==> src/rtl/param_user_register_pkg.sv <==
// Shared definitions for the CPU register slice.
//   CPU_WIDTH  : default datapath width of the user registers
//   MODE_WRAP  : inc/dec wraps modulo 2^WIDTH
//   MODE_SAT   : inc/dec clamps at 2^WIDTH-1 and at 0
//   clog2()    : ceiling log2, used to size the stack count port
package cpu_reg_pkg;

  localparam int unsigned CPU_WIDTH = 19;
  localparam int unsigned MODE_WRAP = 0;
  localparam int unsigned MODE_SAT  = 1;

  function automatic int unsigned clog2(input int unsigned v);
    int unsigned r;
    int unsigned p;
    r = 0;
    p = 1;
    while (p < v) begin
      p = p * 2;
      r = r + 1;
    end
    return r;
  endfunction

endpackage

==> src/rtl/param_user_register_if.sv <==
// Request/status bundle of the user register.
//   master : writeback side driving inpData/STEP/LOAD/INC/DEC/CLR/PUSH/POP
//   slave  : the register, returning opData/ZERO/OVF and stack status
interface param_user_register_if
  import cpu_reg_pkg::*;
#(
  parameter int unsigned WIDTH = CPU_WIDTH,
  parameter int unsigned DEPTH = 4
);
  localparam int unsigned CW = clog2(DEPTH + 1);

  logic [WIDTH-1:0] inpData;
  logic [WIDTH-1:0] STEP;
  logic             LOAD;
  logic             INC;
  logic             DEC;
  logic             CLR;
  logic             PUSH;
  logic             POP;
  logic [WIDTH-1:0] opData;
  logic             ZERO;
  logic             OVF;
  logic [CW-1:0]    STK_CNT;
  logic             STK_FULL;
  logic             STK_EMPTY;
  logic             STK_ERR;

  modport master (
    output inpData, STEP, LOAD, INC, DEC, CLR, PUSH, POP,
    input  opData, ZERO, OVF, STK_CNT, STK_FULL, STK_EMPTY, STK_ERR
  );

  modport slave (
    input  inpData, STEP, LOAD, INC, DEC, CLR, PUSH, POP,
    output opData, ZERO, OVF, STK_CNT, STK_FULL, STK_EMPTY, STK_ERR
  );

endinterface

==> src/rtl/param_user_register_lifo.sv <==
// Save/restore stack for the user register (falling-edge clocked).
//   clk, rst_n : clock (state on negedge), async active-low reset
//   push, pop  : requests; both together with a non-empty stack exchange
//                din with the top entry, pointer unchanged
//   din        : value to save (register value before this edge)
//   top        : current top entry (valid when not empty)
//   cnt/full/empty : occupancy derived from the pointer
//   err        : registered one-cycle pulse when a request is dropped
module reg_lifo
  import cpu_reg_pkg::*;
#(
  parameter int unsigned WIDTH = CPU_WIDTH,
  parameter int unsigned DEPTH = 4,
  localparam int unsigned CW   = clog2(DEPTH + 1)
)(
  input  logic             clk,
  input  logic             rst_n,
  input  logic             push,
  input  logic             pop,
  input  logic [WIDTH-1:0] din,
  output logic [WIDTH-1:0] top,
  output logic [CW-1:0]    cnt,
  output logic             full,
  output logic             empty,
  output logic             err
);

  logic [CW-1:0]    ptr;
  logic [WIDTH-1:0] mem [DEPTH];
  logic             do_push;
  logic             do_pop;
  logic             xchg;
  logic             err_d;

  assign empty   = (ptr == '0);
  assign full    = (ptr == CW'(DEPTH));
  assign cnt     = ptr;
  assign xchg    = push & pop & ~empty;
  assign do_push = push & ~pop & ~full;
  assign do_pop  = pop & ~push & ~empty;
  assign err_d   = (push & pop & empty) | (push & ~pop & full) | (pop & ~push & empty);

  always_ff @(negedge clk or negedge rst_n) begin
    if (!rst_n) begin
      ptr <= '0;
      err <= 1'b0;
    end else begin
      err <= err_d;
      if (do_push)
        ptr <= ptr + 1'b1;
      else if (do_pop)
        ptr <= ptr - 1'b1;
    end
  end

  // Storage is not reset; a push writes slot ptr, an exchange overwrites slot ptr-1.
  always_ff @(negedge clk) begin
    for (int unsigned i = 0; i < DEPTH; i++) begin
      if ((do_push && ptr == CW'(i)) || (xchg && ptr == CW'(i + 1)))
        mem[i] <= din;
    end
  end

  always_comb begin
    top = '0;
    for (int unsigned i = 0; i < DEPTH; i++) begin
      if (ptr == CW'(i + 1))
        top = mem[i];
    end
  end

endmodule

==> src/rtl/param_user_register.sv <==
// Parametrised general-purpose/pointer register with step inc/dec,
// wrap or saturate arithmetic, overflow/zero status and a save stack.
//   CLK   : clock, all state changes on the falling edge
//   RST_N : asynchronous active-low reset
//   bus   : slave side of param_user_register_if (controls in, status out)
// Value priority per edge: CLR > POP (non-empty) > LOAD > INC > DEC > hold.
module param_user_register
  import cpu_reg_pkg::*;
#(
  parameter int unsigned      WIDTH     = CPU_WIDTH,
  parameter int unsigned      DEPTH     = 4,
  parameter int unsigned      SATURATE  = MODE_WRAP,
  parameter logic [WIDTH-1:0] RESET_VAL = '0
)(
  input  logic                 CLK,
  input  logic                 RST_N,
  param_user_register_if.slave bus
);

  logic [WIDTH-1:0] op_q;
  logic [WIDTH-1:0] op_d;
  logic [WIDTH-1:0] top;
  logic             ovf_q;
  logic             ovf_d;
  logic [WIDTH:0]   sum;
  logic [WIDTH:0]   diff;
  logic             pop_req;
  logic             pop_ok;
  logic             stk_empty;

  // CLR masks POP so the stack stays untouched; PUSH is never masked.
  assign pop_req = bus.POP & ~bus.CLR;
  assign pop_ok  = pop_req & ~stk_empty;

  assign sum  = {1'b0, op_q} + {1'b0, bus.STEP};
  assign diff = {1'b0, op_q} - {1'b0, bus.STEP};

  always_comb begin
    op_d  = op_q;
    ovf_d = 1'b0;
    if (bus.CLR) begin
      op_d = RESET_VAL;
    end else if (pop_ok) begin
      op_d = top;
    end else if (bus.LOAD) begin
      op_d = bus.inpData;
    end else if (bus.INC) begin
      ovf_d = sum[WIDTH];
      if (sum[WIDTH] && SATURATE == MODE_SAT)
        op_d = '1;
      else
        op_d = sum[WIDTH-1:0];
    end else if (bus.DEC) begin
      ovf_d = diff[WIDTH];
      if (diff[WIDTH] && SATURATE == MODE_SAT)
        op_d = '0;
      else
        op_d = diff[WIDTH-1:0];
    end
  end

  always_ff @(negedge CLK or negedge RST_N) begin
    if (!RST_N) begin
      op_q  <= RESET_VAL;
      ovf_q <= 1'b0;
    end else begin
      op_q  <= op_d;
      ovf_q <= ovf_d;
    end
  end

  reg_lifo #(
    .WIDTH (WIDTH),
    .DEPTH (DEPTH)
  ) u_lifo (
    .clk   (CLK),
    .rst_n (RST_N),
    .push  (bus.PUSH),
    .pop   (pop_req),
    .din   (op_q),
    .top   (top),
    .cnt   (bus.STK_CNT),
    .full  (bus.STK_FULL),
    .empty (stk_empty),
    .err   (bus.STK_ERR)
  );

  assign bus.opData    = op_q;
  assign bus.ZERO      = (op_q == '0);
  assign bus.OVF       = ovf_q;
  assign bus.STK_EMPTY = stk_empty;

endmodule

==> src/flat_wrapper.sv <==
// flat-port wrapper written by rule: the top's interface ports become plain ports
module param_user_register_flat import cpu_reg_pkg::*;
#(
  parameter int unsigned      WIDTH     = CPU_WIDTH,
  parameter int unsigned      DEPTH     = 4,
  parameter int unsigned      SATURATE  = MODE_WRAP,
  parameter logic [WIDTH-1:0] RESET_VAL = '0
)
  (CLK, RST_N, bus_inpData, bus_STEP, bus_LOAD, bus_INC, bus_DEC, bus_CLR, bus_PUSH, bus_POP, bus_opData, bus_ZERO, bus_OVF, bus_STK_CNT, bus_STK_FULL, bus_STK_EMPTY, bus_STK_ERR);
  param_user_register_if #(.WIDTH(WIDTH), .DEPTH(DEPTH)) bus_i ();
  input  logic CLK;
  input  logic RST_N;
  input wire logic [$bits(bus_i.inpData)-1:0] bus_inpData;
  input wire logic [$bits(bus_i.STEP)-1:0] bus_STEP;
  input wire logic [$bits(bus_i.LOAD)-1:0] bus_LOAD;
  input wire logic [$bits(bus_i.INC)-1:0] bus_INC;
  input wire logic [$bits(bus_i.DEC)-1:0] bus_DEC;
  input wire logic [$bits(bus_i.CLR)-1:0] bus_CLR;
  input wire logic [$bits(bus_i.PUSH)-1:0] bus_PUSH;
  input wire logic [$bits(bus_i.POP)-1:0] bus_POP;
  output wire logic [$bits(bus_i.opData)-1:0] bus_opData;
  output wire logic [$bits(bus_i.ZERO)-1:0] bus_ZERO;
  output wire logic [$bits(bus_i.OVF)-1:0] bus_OVF;
  output wire logic [$bits(bus_i.STK_CNT)-1:0] bus_STK_CNT;
  output wire logic [$bits(bus_i.STK_FULL)-1:0] bus_STK_FULL;
  output wire logic [$bits(bus_i.STK_EMPTY)-1:0] bus_STK_EMPTY;
  output wire logic [$bits(bus_i.STK_ERR)-1:0] bus_STK_ERR;
  assign bus_i.inpData = bus_inpData;
  assign bus_i.STEP = bus_STEP;
  assign bus_i.LOAD = bus_LOAD;
  assign bus_i.INC = bus_INC;
  assign bus_i.DEC = bus_DEC;
  assign bus_i.CLR = bus_CLR;
  assign bus_i.PUSH = bus_PUSH;
  assign bus_i.POP = bus_POP;
  assign bus_opData = bus_i.opData;
  assign bus_ZERO = bus_i.ZERO;
  assign bus_OVF = bus_i.OVF;
  assign bus_STK_CNT = bus_i.STK_CNT;
  assign bus_STK_FULL = bus_i.STK_FULL;
  assign bus_STK_EMPTY = bus_i.STK_EMPTY;
  assign bus_STK_ERR = bus_i.STK_ERR;
  param_user_register #(.WIDTH(WIDTH), .DEPTH(DEPTH), .SATURATE(SATURATE), .RESET_VAL(RESET_VAL)) u_core (.CLK(CLK), .RST_N(RST_N), .bus(bus_i));
endmodule
==> config.mk <==
export PLATFORM = sky130hd
export DESIGN_NAME = param_user_register_flat
export DESIGN_NICKNAME = d
export VERILOG_FILES = /design/src/rtl/param_user_register_pkg.sv /design/src/rtl/param_user_register_if.sv /design/src/rtl/param_user_register_lifo.sv /design/src/rtl/param_user_register.sv /design/src/flat_wrapper.sv
export SDC_FILE = /design/constraint.sdc
export NUM_CORES = 1
export LEC_CHECK = 0
export CELL_PAD_IN_SITES_DETAIL_PLACEMENT = 1
export CELL_PAD_IN_SITES_GLOBAL_PLACEMENT = 1
export CORE_ASPECT_RATIO = 1.4
export CORE_MARGIN = 1.5
export CORE_UTILIZATION = 41
export CTS_BUF_LIST = sky130_fd_sc_hd__clkbuf_16
export CTS_CLUSTER_DIAMETER = 80
export DETAILED_ROUTE_END_ITERATION = 12
export HOLD_SLACK_MARGIN = 0.1
export PLACE_DENSITY = 0.71
export SYNTH_ARGS = -nofsm -noshare
export SYNTH_HDL_FRONTEND = slang
export SYNTH_HIERARCHICAL = 1
export SYNTH_SLANG_ARGS = --single-unit
==> constraint.sdc <==
create_clock -name CLK -period 4.2 [get_ports CLK]
set_clock_uncertainty 0.05 [all_clocks]
set_input_delay 0.84 -clock CLK [delete_from_list [all_inputs] [get_ports CLK]]
set_output_delay 0.84 -clock CLK [all_outputs]
set_load 0.05 [all_outputs]
==> impl_metrics.csv <==
group,metric,value,unit
outcome,status,"finished, violations left",
outcome,violations,"negative setup slack",
setup_path,cp-end-kind,"register",
route,wl_per_cell,27.8,um
power,power_frac_clock,0.154,
global_route,track_usage,0.345,
synth,synth_seq_area_share,0.430,
synth,synth_ff_type,"edfxtp_1",
placed_design,place_area,9240,um2
floorplan,row_count,55,
cts,clk_latency,0.44,ns
floorplan,core_area,16100,um2
setup_path,arrival,3.19,ns
synth,yosys-top-cells-area,"edfxtp_1 34%, dfrtn_1 9.0%, ha_1 8.2%",
timing,slew_headroom,0.568,
synth,synth.cell_area,6710,um2
synth,yosysTopAreaCell,"edfxtp_1",
route,met3_length,1.55,mm
cts,htree_levels,3,
setup_path,crit_family,"compound AO/OA/AOI/OAI gates",
placed_design,dp_hpwl,18.0,mm
route,drt_first_pass_iters,5,
synth,yosysUniqueCellTypes,79,
global_route,overflow,0,
global_route,grt_first_pass_wirelength,45.5,mm
power,peakVddDrop,513,uV
route,dr_wl_met2,17.7,mm
route,top_layer,"met5",
power,p_int,4.12,mW
global_route,first_global_vias,8043,
power,p_seq_frac,0.190,
cells_and_area,fillers,1643,
power,switchingPower,3.59,mW
route,drc,0,
cells_and_area,drive_gt1_frac,0.465,
cts,cts_sinks,100,
synth,synth_edf_count,76,
floorplan,die_area,17100,um2
cts,clk_path_buf_depth,2,
timing,worstMarginPinSlew,0.640,ns
synth,yosys_warnings,6,
route,routed_wl,33.3,mm
cts,cts_tree,"yes",
synth,avgSynthCellArea,10.2,um2
synth,synth_cells,658,
global_route,antenna_found_initial,1,
route,antenna_left,0,
cts,cts_buffers,9,
route,m1WireLength,11.7,mm
placed_design,port_buffers,72,
floorplan,die_x,111,um
synth,yosysMostFrequentCell,"edfxtp_1",
power,powerDensity,691,nW/um2
synth,synth_seq_cells,100,
cells_and_area,final_cell_area,11200,um2
power,leakage,4.79,nW
synth,synthesis.nets,750,
setup_path,slowest_stage,"or4_1",
cells_and_area,multi_input_area,4410,um2
setup_path,startpoint_type,"primary input",
synth,synth_top_cell_area_share,0.340,
timing,drv_slew,0,
setup_path,worst-path-max-fanout,3,
route,vias_per_cell,6.08,
cells_and_area,seq_area,2880,um2
setup_path,crit_path_max_incr_delay,0.51,ns
timing,fin_ws,-0.769,ns
cells_and_area,nets,1083,
cells_and_area,diodes,0,
placed_design,routabilityCongestion,0.884,
global_route,grt_max_degree,28,
hold_path,holdCritPathClass,"register to register",
power,swShare,0.465,
floorplan,initial_core_util,0.416,
timing,rsz0062_at_grt,"true",
synth,yosys-top-cells-count,"76 x edfxtp_1, 69 x nor2_1, 48 x a21oi_1",
cells_and_area,syn_to_final_growth,66.4,%
route,initialDrtViolationCount,578,
synth,synth_async_sr_flop_share,0.240,
route,dr_total_vias,7266,
setup_path,critPathKind,"primary input to register",
timing,setup_viol,25,
floorplan,ioPinCount,73,
setup_path,cp_num_buf_inv,2,
cts,root_buffer,"clkbuf_16",
flow_run,maxCapViolCount,0,
setup_path,required,2.42,ns
timing,hold_viol,0,
power,comb_power_share,0.656,
floorplan,die-height,154,um
placed_design,pre_cts_ws,-1.52,ns
cts,clkTransAtPathRegs,0.06,ns
setup_path,crit_path_cell_trace,"buf_12, clkinv_8, ha_4, or2b_4, a21oi_4, o311ai_4, a31oi_4, mux2i_1, xnor2_1, or4_1, a21oi_2",
==> cells by family (layout without fill, tap and decap cells) <==
kind of cell	count (synthesis)	in the layout	synth area share
simple gates	199	199	0.155
mux	7	7	0.0108
buf+inv	89	427	0.0690
compound gates	197	197	0.222
xor+xnor	20	20	0.0261
fa+ha+maj	46	46	0.0881
flops	100	100	0.430
==> power by group through the flow <==
stage               combinational [mW]  clock [mW]  sequential, mW
floorplan                         1.89       0.109            1.80
global placement                  3.73       0.109            1.44
detailed placement                3.86       0.109            1.45
CTS                               4.47        1.12            1.45
global route                      5.23        1.27            1.48
finish                            5.06        1.19            1.47
==> flip-flops by register name (all words and copies together) (netlist names) <==
name and flops:
u_core/bus.OVF 1, u_core/bus.opData 19, u_core/u_lifo/cnt 3, u_core/u_lifo/err 1
u_core/u_lifo/mem 76
==> metal layers <==
metal,vias up,track usage
li1,3095,-
met1,3676,0.373
met3,148,0.0462
met4,2,0.186
met2,345,0.648
met5,-,0
==> worst paths after layout <==
check                                startpoint               endpoint  slack, ns  depth (start not counted)
setup / recovery                    bus_STEP[1]  u_core/bus.opData[11]      -0.77                         11
hold / removal             u_core/u_lifo/cnt[0]   u_core/u_lifo/cnt[0]       0.56                          3
setup reg to reg           u_core/u_lifo/cnt[2]  u_core/bus.opData[18]       0.92                         12
hold reg to reg            u_core/u_lifo/cnt[0]   u_core/u_lifo/cnt[0]       0.56                          3
max in group asynchronous                 RST_N  u_core/bus.opData[17]       0.96                          2
min in group asynchronous                 RST_N   u_core/u_lifo/cnt[0]       2.81                          2
==> tightest hold or removal path, delay by kind of cell (launching register included) <==
family	cells	cell delay, ns
flops	1	0.35
xor+xnor	1	0.11
buf+inv	2	0.22
==> layout by cell type, fill, tap and decap left out, types with 18 or more instances in the layout <==
cell type	count
a21oi_1	24
a21oi_2	30
buf_12	33
buf_4	177
buf_6	30
clkdlybuf4s50_1	23
dfrtn_1	24
edfxtp_1	76
ha_1	18
ha_4	23
inv_1	102
nand2_1	33
nor2_1	59
==> timing repair <==
item / 4_1_cts / 5_1_grt
resized for setup: 195 / 61
setup buffers: 38 / 25
pin swaps: 97 / 57
hold buffers: 0 / 0
setup endpoints to repair: 102 / 33
cloned: 3 / 0
==> area by class of cell <==
cell class                      instances  share of cell area
Clock buffer                            9              0.0202
Tap cell                              199              0.0223
Timing Repair Buffer                  289               0.255
Clock inverter                         83              0.0297
Inverter                               46              0.0194
Multi-Input combinational cell        469               0.395
Sequential cell                       100               0.258
==> stage by stage <==
stage	hold slack, ns	total power, mW	cells	setup TNS, ns	utilization
5_1_grt	0.584	7.98	1195	-12.17	0.693
2_1_floorplan	0.519	3.80	658	-33.65	-
3_3_place_gp	0.462	5.28	1048	-62.11	0.574
3_5_place_dp	0.469	5.42	1048	-67.21	0.574
6_report	0.559	7.71	1195	-11.03	0.693
4_1_cts	0.555	7.04	1178	-8.31	0.669
Note: power is estimated with default switching activity, not from simulation.
